--- src/rtl/imply_stack_pkg.sv ---
// Shared definitions for the implication stack: solver sizing constants and the stack entry type.
package imply_stack_pkg;

    localparam int unsigned MAX_VARS          = 4;
    localparam int unsigned MAX_VARS_BITS     = 9;
    localparam int unsigned IMPLY_STACK_DEPTH = MAX_VARS;

    typedef struct packed {
        logic [MAX_VARS_BITS-1:0] var_idx;
        logic                     val;
    } imply_entry_t;

endpackage

--- src/rtl/imply_stack.sv ---
// LIFO of implied variable assignments: pushed by the conflict detector, popped by the
// propagation front end, flushed wholesale on conflict/backtrack.
module imply_stack
    import imply_stack_pkg::*;
#(
    parameter  int unsigned DEPTH = IMPLY_STACK_DEPTH,
    localparam int unsigned IDX_W = MAX_VARS_BITS,
    localparam int unsigned CNT_W = $clog2(DEPTH + 1)
) (
    input  logic             clock,
    input  logic             reset,
    input  logic             push_en,
    input  logic [IDX_W-1:0] push_var_idx,
    input  logic             push_val,
    input  logic             pop_en,
    input  logic             flush,
    output logic             pop_valid,
    output logic [IDX_W-1:0] pop_var_idx,
    output logic             pop_val,
    output logic             empty,
    output logic             full,
    output logic [CNT_W-1:0] count,
    output logic             overflow,
    output logic             underflow
);

    localparam int unsigned AW = (DEPTH > 1) ? $clog2(DEPTH) : 1;

    imply_entry_t     mem_q [DEPTH];
    imply_entry_t     mem_d [DEPTH];
    logic [CNT_W-1:0] count_q, count_d;
    logic             pop_valid_q, pop_valid_d;
    imply_entry_t     pop_entry_q, pop_entry_d;
    logic             overflow_q, overflow_d;
    logic             underflow_q, underflow_d;

    logic             pop_acc, push_acc;
    logic [AW-1:0]    top_idx, free_idx;
    imply_entry_t     push_entry;

    assign push_entry = '{var_idx: push_var_idx, val: push_val};
    assign top_idx    = AW'(count_q - CNT_W'(1));
    assign free_idx   = AW'(count_q);
    assign pop_acc    = pop_en && (count_q != '0);
    // A simultaneous pop frees the top slot, so a push into a full stack still lands.
    assign push_acc   = push_en && ((count_q != CNT_W'(DEPTH)) || pop_acc);

    always_comb begin
        mem_d       = mem_q;
        count_d     = count_q;
        pop_valid_d = 1'b0;
        pop_entry_d = pop_entry_q;
        overflow_d  = overflow_q;
        underflow_d = underflow_q;
        if (flush) begin
            count_d = '0;
        end else begin
            if (pop_acc) begin
                pop_valid_d = 1'b1;
                pop_entry_d = mem_q[top_idx];
            end
            if (pop_en && !pop_acc) underflow_d = 1'b1;
            if (push_en && !push_acc) overflow_d = 1'b1;
            if (push_acc && pop_acc) begin
                mem_d[top_idx] = push_entry;
            end else if (push_acc) begin
                mem_d[free_idx] = push_entry;
                count_d         = count_q + CNT_W'(1);
            end else if (pop_acc) begin
                count_d = count_q - CNT_W'(1);
            end
        end
    end

    always_ff @(posedge clock) begin
        if (reset) begin
            count_q     <= '0;
            pop_valid_q <= 1'b0;
            pop_entry_q <= '0;
            overflow_q  <= 1'b0;
            underflow_q <= 1'b0;
        end else begin
            count_q     <= count_d;
            pop_valid_q <= pop_valid_d;
            pop_entry_q <= pop_entry_d;
            overflow_q  <= overflow_d;
            underflow_q <= underflow_d;
        end
    end

    // Storage is intentionally left unreset; count alone defines which entries are live.
    always_ff @(posedge clock) begin
        mem_q <= mem_d;
    end

    assign pop_valid   = pop_valid_q;
    assign pop_var_idx = pop_entry_q.var_idx;
    assign pop_val     = pop_entry_q.val;
    assign count       = count_q;
    assign empty       = (count_q == '0);
    assign full        = (count_q == CNT_W'(DEPTH));
    assign overflow    = overflow_q;
    assign underflow   = underflow_q;

endmodule
--- config.mk ---
export PLATFORM = sky130hd
export DESIGN_NAME = imply_stack
export DESIGN_NICKNAME = d
export VERILOG_FILES = /design/src/rtl/imply_stack_pkg.sv /design/src/rtl/imply_stack.sv
export SDC_FILE = /design/constraint.sdc
export NUM_CORES = 1
export LEC_CHECK = 0
export CORE_ASPECT_RATIO = 0.5
export CORE_MARGIN = 10
export CORE_UTILIZATION = 55
export DETAILED_ROUTE_END_ITERATION = 8
export HOLD_SLACK_MARGIN = 0.15
export MAX_ROUTING_LAYER = met4
export PLACE_DENSITY = 0.89
export SKIP_CTS_REPAIR_TIMING = 1
export SYNTH_ARGS = -nofsm -noshare
export SYNTH_HDL_FRONTEND = slang
export SYNTH_SLANG_ARGS = --single-unit
--- constraint.sdc ---
create_clock -name clock -period 3.7 [get_ports clock]
set_clock_uncertainty 0.05 [all_clocks]
set_input_delay 0.925 -clock clock [delete_from_list [all_inputs] [get_ports clock]]
set_output_delay 0.925 -clock clock [all_outputs]
set_load 0.02 [all_outputs]
Yosys cells after proc, flatten, opt, wreduce, memory -nomap -nowiden
Index checks and enable logic that the tools add are counted.

storage, ports and cells
  flip-flop bits (word level) = 56
  output and inout bits = 18
  logic and storage cells = 60

cells by class
  add/sub/neg operators = 2
  order comparisons = 4
  equal/unequal tests = 2
  multiplexer cells = 14
  bitwise logic cells = 4
  reductions and logical operators = 20

operator list
  cell                   number
  $bwmux W40             2
  $mux W40               2
  $demux W10 S2          2
  $mux W10               4
  $bmux W10 S2           1
  $reduce_and A2 Y1      5
  $logic_and A1 B1 Y1    7
  $ge A3 B3 Y1 const B   2
  $lt A3 B1 Y1 const B   2
  $mux W3                2
  $not A2 Y3             2
  $reduce_bool A2 Y1     2
  $add A3 B1 Y3 const B  1
  $eq A3 B3 Y1 const B   1
  $logic_not A3 Y1       1
  $ne A3 B3 Y1 const B   1
  $reduce_bool A3 Y1     1
  $sub A3 B1 Y3 const B  1
  $logic_not A1 Y1       2
  $not A1 Y1             2
  $reduce_or A2 Y1       1
  $logic_or A1 B1 Y1     1
  $mux W1                1

Longest topological paths before layout
  depth in word-level cells = 8
  depth in mapped cells = 10
  gate-level depth less buffers = 6

Least setup slack after synthesis
OpenSTA, ideal clock, no wires.

  kind = reg-to-reg
  from = reg count_q[0], in the netlist count[0]
  to = reg mem_q[10] in the netlist's numbering (enable)
  library setup time = 0.380 ns
  arrival time = 2.264 ns
  required time = 3.270 ns
  slack = 1.006 ns
  stages on the path, launching flop included = 10
  path buffers = 4
  period minus slack after synthesis = 2.694 ns
  cell sequence = dfxtp_1 buf_6 inv_1 ha_1 buf_4 nand2b_1 buf_6 nand4_1 buf_2 a21oi_1

between the ends
  word-level cells in the longest chain between the ends = 7
  elaborated cells between the ends (all ways) = 8
  those cells by class = eq/ne (1); reduce/logical (7)

RTL lines
  item                                     line               text
  start: declaration                       imply_stack.sv:31  logic [CNT_W-1:0] count_q, count_d;
  start signal: assignment                 imply_stack.sv:83  count_q <= count_d;
  $reduce_bool A3 Y1                       imply_stack.sv:44  assign pop_acc = pop_en && (count_q != '0);
  $logic_and A1 B1 Y1                      imply_stack.sv:44
  $logic_or A1 B1 Y1                       imply_stack.sv:46  assign push_acc = push_en && ((count_q != CNT_W'(DEPTH)) || pop_acc);
  $logic_and A1 B1 Y1                      imply_stack.sv:46
  $logic_and A1 B1 Y1                      imply_stack.sv:64  if (push_acc && pop_acc) begin
  $reduce_bool A2 Y1 (no source line) (*)  -
  $reduce_and A2 Y1 (no source line) (*)   -
  end signal: assignment                   imply_stack.sv:93  mem_q <= mem_d;
  end: declaration                         imply_stack.sv:29  imply_entry_t mem_q [DEPTH];

Every way passes the cells marked *; elsewhere a longest branch is shown, timed or not.
A chain may end at the register's enable or synchronous reset.

Final worst setup path
  from = reg count_q[1], in the netlist count[1]
  to = out empty

between the ends
  word-level cells in the longest chain between the ends = 1

RTL lines
  item              line                text
  $logic_not A3 Y1  imply_stack.sv:100  assign empty = (count_q == '0);
  end: declaration  imply_stack.sv:20   output logic empty,

No other way between the ends.

==> flow_metrics.py <==
metrics = {
    "synthesis": {
        "synth_cell_type_count": 39,
        "synth_seq_area_share_pct": 58.2,
        "synth_edf_count": 40,
        "synthFlopType": "edfxtp_1",
        "synth_area_mm2": 0.00262,
        "async_flop_share_pct": 0,
        "synth_area_per_cell_um2": 14.1,
        "synth_area_leaders": "edfxtp_1 (46%), dfxtp_1 (12%), mux4_2 (8.6%)",
        "yosysTopAreaCell": "edfxtp_1",
        "synth-seq-cells": 56,
        "synth_top_cell_area_share_pct": 45.9,
        "yosysWarningCount": 0,
        "synth_fp_nets": 208,
        "syn_inst": 186,
    },
    "floorplanning": {
        "core_mm2": 0.00449,
        "row_count": 17,
        "initial_core_util_pct": 58.3,
        "die_h_um": 68.8,
        "io_pins": 33,
        "fp.dieW_um": 118,
        "die_area_mm2": 0.00808,
    },
    "pwr": {
        "peakVddDrop_uv": 180,
        "power_density_mw_per_mm2": 389,
        "leakagePower_uw": 0.00101,
    },
    "placement": {
        "portBuffers": 32,
        "place_ws_ns": 0.290,
        "gp_congestion": 0.843,
        "dp.cells": 279,
        "dp_hpwl_mm": 3.91,
    },
    "routing": {
        "dr.pass1.iters": 5,
        "via_per_inst": 6.02,
        "drt-total-wl_mm": 5.73,
        "antenna_left": 0,
        "vias": 1727,
        "drc_errors": 0,
        "first_iter_violations": 253,
        "wire_per_inst_um": 20.0,
    },
    "timing": {
        "min_period_over_period_pct": 90.5,
        "finalSetupViolCount": 0,
        "fmax_mhz": 299,
        "whs_ns": 0.411,
        "worst_pin_slew_ns": 1.02,
        "slew-limit-headroom_pct": 31.8,
        "finalMaxSlewViolations": 0,
        "period_needed_ns": 3.35,
        "rsz0062_at_grt": "no",
        "finalSetupTns_ns": 0,
        "setup_ws_ns": 0.350,
        "hold_viol": 0,
    },
    "layout": {
        "diodes": 0,
        "fin_cells": 287,
        "drive_above_1_share_pct": 13.6,
        "final_core_util_pct": 68.5,
        "fin_nets": 242,
        "area_growth_pct": 17.5,
        "fill_cells": 304,
    },
    "setup_path": {
        "crit_start": "count[1]",
        "critPathKind": "reg2out",
        "required_ns": 2.72,
        "startpoint_type": "flop",
        "worst-path-max-fanout": 9,
        "cp.arrival_ns": 2.37,
        "crit_path_end_kind": "primary output",
        "r2r-start": "count[1]",
    },
    "global_routing": {
        "grt.overflow.total": 0,
        "antenna_found_initial": 0,
        "grt_pass1_wl_mm": 9.32,
        "grt_max_degree": 19,
        "grt_util_all_layers_pct": 15.2,
        "grt_pass1_vias": 1726,
    },
    "cts": {
        "cts_buffers": 5,
        "clkSinkCount": 56,
        "htree_levels": 2,
        "cts_tree": "built",
        "clock_path_buffers": 2,
        "clk_latency_ns": 0.32,
        "clockRootBuffer": "clkbuf_8",
        "clk_pin_slew_ns": 0.10,
    },
    "hold_path": {
        "min_from": "overflow",
        "hold_path.class": "reg2reg",
    },
    "flow_run": {
        "max_cap_violations": 0,
    },
    "outcome": {
        "status": "complete, no violations",
    },
}
==> cells by family after synthesis <==
kind of cell,Yosys count,synth area share (%)
compound gates,48,13.7
simple gates,46,11.2
buf+inv,17,4.21
mux,12,9.37
fa+ha+maj,7,3.35
flops,56,58.2
==> worst paths after layout <==
kind	end	slack (ns)	cells after the start
worst min-delay path	overflow	0.41	2
worst max-delay path	empty	0.35	5
worst min register to register	overflow	0.41	2
worst max register to register	mem_q[12]	0.67	6
==> stage by stage <==
step,cell area (um^2),power [uW]
floorplan,2620,803
global placement,2980,855
detailed placement,2980,862
CTS,3070,1200
global route,3070,1230
finish,3070,1190
==> Yosys cell counts (2+ instances only) <==
| library cell | number |
|---|---|
| edfxtp_1 | 40 |
| a21boi_0 | 17 |
| dfxtp_1 | 16 |
| nor2b_1 | 12 |
| a22o_1 | 10 |
| and2_1 | 10 |
| mux4_2 | 10 |
| ha_1 | 7 |
| a21oi_1 | 5 |
| nor2_1 | 5 |
| buf_2 | 4 |
| buf_6 | 4 |
| inv_1 | 4 |
| nand2_1 | 4 |
| a21boi_1 | 3 |
| and3_1 | 3 |
| o21ai_0 | 3 |
| and2b_1 | 2 |
| buf_4 | 2 |
| mux2i_1 | 2 |
| nand3b_1 | 2 |
| nand4_1 | 2 |
| o21ai_1 | 2 |
| o221a_2 | 2 |
==> state kept, by name, indices dropped and copies added (netlist names) <==
name         flops
pop_var_idx      9
pop_valid        1
pop_val          1
count            3
mem_q           40
overflow         1
underflow        1
==> critical path: stages, from the launching register on <==
cell	delay [ns]
dfxtp_1	0.41
inv_1	0.19
ha_1	0.37
nand2b_1	0.28
inv_4	0.18
clkdlybuf4s50_1	0.62
==> metal layers <==
metal / wire length, um / share of wire [%] / track usage [%] / vias up
met5: 0 / 0 / - / -
met4: 150 / 2.6 / 8.41 / 0
met3: 406 / 7.1 / 3.97 / 16
met2: 2670 / 47 / 24.9 / 88
met1: 2500 / 44 / 17.4 / 850
li1: - / - / - / 773
==> power by group <==
group / switching [uW] / total, uW / internal [uW]
Combinational: 83.6 / 153 / 68.9
Sequential: 7.56 / 696 / 689
Clock: 211 / 346 / 135
==> cell type report <==
cell class / instances / area (um^2) / share of cell area [%]
well taps: 66 / 82.6 / 2.69
repair buffers: 39 / 373 / 12.1
inverters: 5 / 21.3 / 0.692
flip-flops and latches: 56 / 1520 / 49.5
clock buffers: 5 / 68.8 / 2.24
clock inverters: 3 / 21.3 / 0.692
multi-input cells: 113 / 985 / 32.0
==> layout by cell type (no fill, tap or decap), drive strengths merged <==
master	n
o31a	1
dfxtp	16
a22o	10
nand4	2
clkbuf	5
o22a	1
nand4bb	1
clkinv	1
nand2	4
nor2	5
and3	3
o22ai	1
mux2i	2
or3b	1
mux4	10
nand2b	1
and2b	2
nor2b	12
o21ai	5
clkdlybuf4s50	32
a32oi	1
buf	7
nand3	1
inv	6
a22oi	1
a21boi	20
o221a	2
or4b	1
edfxtp	40
clkinvlp	1
ha	7
nor3b	1
nand3b	2
a21oi	6
and2	10
No activity file was read; power rests on OpenSTA's default activity.
